===== src/rtl/mips_pkg.sv =====
// Shared MIPS pipeline definitions: load-type encodings (opcode[2:0]) and write-back FSM states.
package mips_pkg;

  localparam logic [2:0] LB  = 3'b000;
  localparam logic [2:0] LH  = 3'b001;
  localparam logic [2:0] LW  = 3'b011;
  localparam logic [2:0] LBU = 3'b100;
  localparam logic [2:0] LHU = 3'b101;

  typedef enum logic {
    IDLE      = 1'b0,
    WAIT_LOAD = 1'b1
  } wb_state_e;

endpackage


===== src/rtl/load_align.sv =====
// Combinational load extractor: picks byte/half/word from a read word and sign- or zero-extends it.
// Zero latency; no handshake, purely a function of its inputs.
module load_align
  import mips_pkg::*;
(
  input  logic [2:0]  load_type,
  input  logic [1:0]  off,
  input  logic [31:0] word,
  output logic [31:0] data
);

  logic [7:0]  byte_sel;
  logic [15:0] half_sel;

  always_comb begin
    byte_sel = word[7:0];
    case (off)
      2'd0: byte_sel = word[7:0];
      2'd1: byte_sel = word[15:8];
      2'd2: byte_sel = word[23:16];
      2'd3: byte_sel = word[31:24];
      default: byte_sel = word[7:0];
    endcase
    // Halfword loads ignore off[0]; misalignment is not trapped here.
    half_sel = off[1] ? word[31:16] : word[15:0];

    data = word;
    case (load_type)
      LB:      data = {{24{byte_sel[7]}}, byte_sel};
      LBU:     data = {24'd0, byte_sel};
      LH:      data = {{16{half_sel[15]}}, half_sel};
      LHU:     data = {16'd0, half_sel};
      default: data = word;
    endcase
  end

endmodule


===== src/rtl/wb_stage.sv =====
// MIPS write-back stage driving the GPR write port; non-loads write 1 cycle after accept,
// loads write 1 cycle after the memory response. m_ready drops while a load waits for data.
module wb_stage
  import mips_pkg::*;
(
  input  logic        clk,
  input  logic        rst,
  input  logic        m_valid,
  output logic        m_ready,
  input  logic        m_we,
  input  logic [4:0]  m_rd,
  input  logic [31:0] m_result,
  input  logic        m_is_load,
  input  logic [2:0]  m_load_type,
  input  logic [1:0]  m_addr_lo,
  input  logic        dresp_valid,
  input  logic [31:0] dresp_data,
  output logic        we,
  output logic [4:0]  wa,
  output logic [31:0] wd,
  output logic        stall_W,
  output logic        busy,
  output logic [4:0]  busy_rd,
  output logic        resp_err
);

  wb_state_e   state_q;
  wb_state_e   state_d;
  logic        accept;
  logic        ld_we_q;
  logic [4:0]  ld_rd_q;
  logic [2:0]  ld_type_q;
  logic [1:0]  ld_off_q;
  logic [31:0] aligned;

  load_align u_load_align (
    .load_type (ld_type_q),
    .off       (ld_off_q),
    .word      (dresp_data),
    .data      (aligned)
  );

  always_comb begin
    state_d = state_q;
    m_ready = 1'b0;
    case (state_q)
      IDLE: begin
        m_ready = 1'b1;
        if (m_valid && m_is_load) state_d = WAIT_LOAD;
      end
      WAIT_LOAD: begin
        if (dresp_valid) state_d = IDLE;
      end
      default: state_d = IDLE;
    endcase
  end

  assign accept = m_valid && m_ready;

  // ld_we_q already folds in rd!=0, so busy never advertises a hazard on r0.
  assign busy    = (state_q == WAIT_LOAD) && ld_we_q;
  assign busy_rd = busy ? ld_rd_q : 5'd0;

  always_ff @(posedge clk) begin
    if (rst) begin
      state_q   <= IDLE;
      we        <= 1'b0;
      wa        <= 5'd0;
      wd        <= 32'd0;
      stall_W   <= 1'b0;
      resp_err  <= 1'b0;
      ld_we_q   <= 1'b0;
      ld_rd_q   <= 5'd0;
      ld_type_q <= 3'd0;
      ld_off_q  <= 2'd0;
    end else begin
      state_q <= state_d;
      stall_W <= (state_d == WAIT_LOAD);
      we      <= 1'b0;

      if (state_q == IDLE && dresp_valid) resp_err <= 1'b1;

      if (accept && !m_is_load) begin
        we <= m_we && (m_rd != 5'd0);
        wa <= m_rd;
        wd <= m_result;
      end

      if (accept && m_is_load) begin
        ld_we_q   <= m_we && (m_rd != 5'd0);
        ld_rd_q   <= m_rd;
        ld_type_q <= m_load_type;
        ld_off_q  <= m_addr_lo;
      end

      if (state_q == WAIT_LOAD && dresp_valid) begin
        we <= ld_we_q;
        wa <= ld_rd_q;
        wd <= aligned;
      end
    end
  end

endmodule

===== config.mk =====
export PLATFORM = sky130hd
export DESIGN_NAME = wb_stage
export DESIGN_NICKNAME = d
export VERILOG_FILES = /design/src/rtl/mips_pkg.sv /design/src/rtl/load_align.sv /design/src/rtl/wb_stage.sv
export SDC_FILE = /design/constraint.sdc
export NUM_CORES = 1
export LEC_CHECK = 0
export ABC_CLOCK_PERIOD_IN_PS = 2100
export CORE_ASPECT_RATIO = 1.5
export CORE_MARGIN = 3
export CORE_UTILIZATION = 30
export CTS_CLUSTER_SIZE = 24
export DETAILED_ROUTE_END_ITERATION = 6
export GPL_TIMING_DRIVEN = 0
export PLACE_DENSITY_LB_ADDON = 0.25
export REMOVE_ABC_BUFFERS = 1
export SETUP_SLACK_MARGIN = 0.15
export SLEW_MARGIN = 15
export SYNTH_ARGS = -nofsm -noshare
export SYNTH_HDL_FRONTEND = slang
export SYNTH_SLANG_ARGS = --single-unit

===== constraint.sdc =====
create_clock -name clk -period 2.1 [get_ports clk]
set_input_delay 0.21 -clock clk [delete_from_list [all_inputs] [get_ports clk]]
set_output_delay 0.21 -clock clk [all_outputs]
set_load 0.03 [all_outputs]

# After elaboration in Yosys (flattened, before gate mapping)
# Index checks and enable logic that the tools add are counted.
# classes
reduce_logical,13
muxes,14
n_eq_ne,6
n_bitwise,1
# op_table
op,count
case mux 32 bit (4 select lines),1
two-way mux 32 bit,2
case mux 8 bit (4 select lines),1
two-way mux 16 bit,1
two-way mux 5 bit,3
logical AND 1 bit,8
"equality test 3 bit, second input constant",2
two-way mux 1 bit,5
nonzero test 5 bit,1
"equality test 2 bit, second input constant",2
"equality test 3 x 1 -> 1 bit, second input constant",1
zero test 3 bit,1
"equality test 2 x 1 -> 1 bit, second input constant",1
zero test 2 bit,1
case mux 1 bit (2 select lines),1
nonzero test 2 bit,1
zero test 1 bit,1
NOT 1 bit,1
# word_totals
word_cells,43
register_bits,51
output_inout_bits,47
inputBits,80

# Logic depth before layout (Yosys ltp)
# logic_depth
word_depth,5
mapped_depth,7

# Hierarchy
# A second synthesis with hierarchy kept.
# unflattened
cells_unflattened,385
hier_area_um2,3236.9
# by_module_without_submodules
mod,cells_each,area_per_inst_um2,n_inst
wb_stage,274,2568.7,1
load_align,111,668.1,1

# Worst setup path before layout
# Ideal clock, no wire load.
# synth_path
path_type,register -> register
startpoint,register state_q
endpoint,register wd[19]
arrival_time_ns,1.682
stages_incl_launch_ff,7
path_slack_ns,0.296
n_path_buf,2
cell_sequence,dfxtp_1 > and2_1 > clkbuf_2 > o221ai_4 > o21a_4 > buf_8 > a221o_2
# synth_between
elab_chain_len,4
elab_cells_between_ends,6
cone_classes,mux: 2; reduce/logical: 4
# synth_rtl
item,line,text
"start, declared",wb_stage.sv:27,wb_state_e state_q;
"start signal, assigned",wb_stage.sv:77,state_q <= state_d;
two-way mux 1 bit,wb_stage.sv:46,case (state_q)
logical AND 1 bit,wb_stage.sv:58,assign accept = m_valid && m_ready;
logical AND 1 bit,wb_stage.sv:83,if (accept && !m_is_load) begin
nonzero test 2 bit (no line),--,
"end signal, assigned",wb_stage.sv:86,wd <= m_result;
"end signal, assigned",wb_stage.sv:99,wd <= aligned;
"end, declared",wb_stage.sv:20,"output logic [31:0] wd,"
# Several ways; a longest one is shown, not always the timed one.
# A chain may end at the register's enable or synchronous reset.

# Worst setup path in the final report
# layout_path
startpoint,register ld_type_q[0]
endpoint,register wd[29]
# layout_between
elab_chain_len,3
elab_cells_between_ends,6
cone_classes,eq/ne: 3; mux: 2; reduce/logical: 1
# layout_rtl
item,line,text
"start, declared",wb_stage.sv:32,logic [2:0] ld_type_q;
"start signal, assigned",wb_stage.sv:92,ld_type_q <= m_load_type;
"equality test 3 bit, or another cell as far along",load_align.sv:28,case (load_type)
case mux 32 bit (4 select lines) *,load_align.sv:28,
two-way mux 32 bit *,wb_stage.sv:96,if (state_q == WAIT_LOAD && dresp_valid) begin
# Every way passes the cells marked *; elsewhere a longest branch is shown, timed or not.

==> reports/metrics.cfg <==
[cells_and_area]
postLayoutCoreUtil_pct = 48.3
fill_cells = 923
n_antenna_cell = 0
nets = 534
finalInstanceArea_um2 = 4520
area_delta_synth_final_pct = 54.3
drive_above_1_share_pct = 13.6

[worst_setup_path]
crit_start = ld_type_q[0]
reg2reg_depth = 4
reg2reg_slack_ns = 0.19
path_max_fanout = 21
cp.required_ns = 2.30
cp-end-kind = flip-flop
cp.arrival_ns = 2.11
rr_endpoint = wd[29]
reg2reg_from = ld_type_q[0]
critPathKind = flip-flop to flip-flop
startpoint_type = flip-flop

[status]
status = completed

[sta]
finalMaxSlewViolations = 0
fmax_mhz = 524
final.period_utilization_pct = 91.0
worst-slew-pin-transition_ns = 0.813
maxSlewHeadroom_pct = 45.7
tns_ns = 0
finalSetupViolCount = 0
rsz0062_at_grt = yes
clock_skew_ns = 0.00374
period_needed_ns = 1.91
hold_viol = 0

[synthesis]
ys_ff_latch = 51
async_flop_share_pct = 0
synth_seq_area_share_pct = 34.8
yosys-top-cells-area = dfxtp_1 35%, mux2i_1 9.6%, a21oi_1 5.6%
ys_warn_count = 0
synth_edf_count = 0
synth_top_cells_by_count = 51 x dfxtp_1, 33 x a21oi_1, 30 x nand2_1, 29 x nor2_1, 28 x mux2i_1
synth_top_cell_by_area = dfxtp_1
synth.distinct_cells = 46
yosysMostFrequentCell = dfxtp_1
synth_top_area_share_pct = 34.8
avgSynthCellArea_um2 = 8.62
synth_area_um2 = 2930
synthCells = 340
synth_top_flop_cell = dfxtp_1

[power_and_ir_drop]
p_leak_nw = 1.72
power_density_nw_per_um2 = 617
ir_worst_vdd_v = 0.000396
power_mw = 2.79

[min_path]
holdPathStages = 2
worstHoldStart = wd[13]
hold_path.class = flip-flop to flip-flop
hold-path-endpoint = wd[13]

[place]
placed_area_um2 = 4190
gp_congestion = 0.763
dp_hpwl_um = 7230
io_buffers = 126

[floorplan]
core_um2 = 9360
pin_count = 127
initial_core_util_pct = 31.3
die_y_um = 127
num_rows = 43
die_x_um = 86.7
dieArea_um2 = 11000

[routing]
drc = 0
drt_iter0_drc = 69
wl_per_cell_um = 18.7
dr.pass1.iters = 4
via_per_inst = 5.45
drt_wl_total_um = 10600
routed-via-count = 3090
ant_nets = 0

[cts]
ctsHtreeMaxLevel = 2
path_clk_slew_ns = 0.07
cts_made_buffers = 5
clk_latency_ns = 0.29
cts_tree = done
cts_sinks = 51
cts_root_buf = clkbuf_16
clk_path_buf_depth = 2

[global_routing]
grt_pass1_vias = 3235
antenna_found_initial = 0
grt_pass1_wl_um = 16600
track_usage_pct = 19.1
grt_start_max_net_pins = 37
overflow = 0

[run]
maxCapViolCount = 0

-- metrics by stage --
step | instances | hold slack (ns) | setup slack, ns
3_5_place_dp | 549 | 0.451 | -0.920
3_3_place_gp | 545 | 0.443 | -4.99
5_1_grt | 567 | 0.481 | 0.134
2_1_floorplan | 307 | 0.279 | -2.18
4_1_cts | 562 | 0.459 | 0.147
6_report | 567 | 0.456 | 0.190
-- cells in the final DEF (no fill, tap or decap), types with 4 or more instances in the layout --
master	netlist	layout
buf_4	3	8
dfxtp_4	0	4
mux2i_1	28	27
inv_1	6	6
nor4bb_1	5	5
nand2_1	30	29
dfxtp_1	51	46
clkbuf_16	0	5
a221oi_1	16	15
or2b_1	8	8
a21oi_1	33	32
clkdlybuf4s50_1	0	125
nor2_1	29	29
o22a_1	4	4
o21ai_0	17	16
a31o_2	7	7
nor2b_1	6	6
a22oi_1	4	4
nand2b_1	10	9
and3_1	5	5
a221o_2	13	13
-- registers in the layout (all words and copies together) (netlist names) --
register / flops
wd: 32
ld_rd_q: 5
wa: 5
ld_type_q: 3
ld_off_q: 2
ld_we_q: 1
resp_err: 1
state_q: 1
we: 1
-- how the worst max path moves through the flow --
stage / end / slack, ns / cells after the start
after detailed placement: wd[28] / -0.92 / 5
after global routing: wd[29] / 0.13 / 4
after floorplan: wd[17] / -2.18 / 3
after global placement: wd[23] / -4.99 / 4
final: wd[29] / 0.19 / 4
after CTS: wd[31] / 0.15 / 4
-- timing repair --
action / in CTS / in global routing
hold buffers: 0 / 0
buffers inserted: 4 / 5
pin swaps: 3 / 3
gates resized for setup: 15 / 6
setup endpoints to repair: 38 / 29
cloned: 1 / 0
-- routing by layer --
| layer | GRT usage, % | up-vias | part of all wire (%) |
|---|---|---|---|
| met5 | 0 | - | 0 |
| met4 | 4.95 | 0 | 1.4 |
| met3 | 4.32 | 15 | 6.4 |
| met2 | 33.5 | 104 | 51 |
| met1 | 23.1 | 1478 | 41 |
| li1 | - | 1493 | - |
-- kinds of logic after synthesis --
family                 Yosys count  synth area share (%)
muxes                           30                  10.3
and+or+nand+nor                113                  20.6
DFF                             51                  34.8
buffers and inverters           39                  7.17
AOI/OAI and AO/OA              107                  27.1
-- worst max-delay path, cell delays in order, from the launching register on --
cell,delay [ns]
dfxtp_4,0.42
or4b_2,0.69
o221ai_4,0.27
nor2_1,0.15
a221oi_1,0.29
-- layout make-up --
class / count / area (um2) / area share, %
Timing Repair Buffer: 139 / 1390 / 30.6
Tap cell: 112 / 140 / 3.10
Multi-Input combinational cell: 251 / 1760 / 39.0
Clock inverter: 2 / 35.0 / 0.775
Inverter: 6 / 22.5 / 0.498
Sequential cell: 51 / 1040 / 22.9
Clock buffer: 6 / 139 / 3.07
-- power by group --
part	switching [mW]	total, mW	internal [mW]
clock	0.385	0.979	0.594
combinational	0.350	0.725	0.376
sequential	0.0551	1.08	1.03
total	0.790	2.79	2.00
Power figures use the tool's default switching activity.
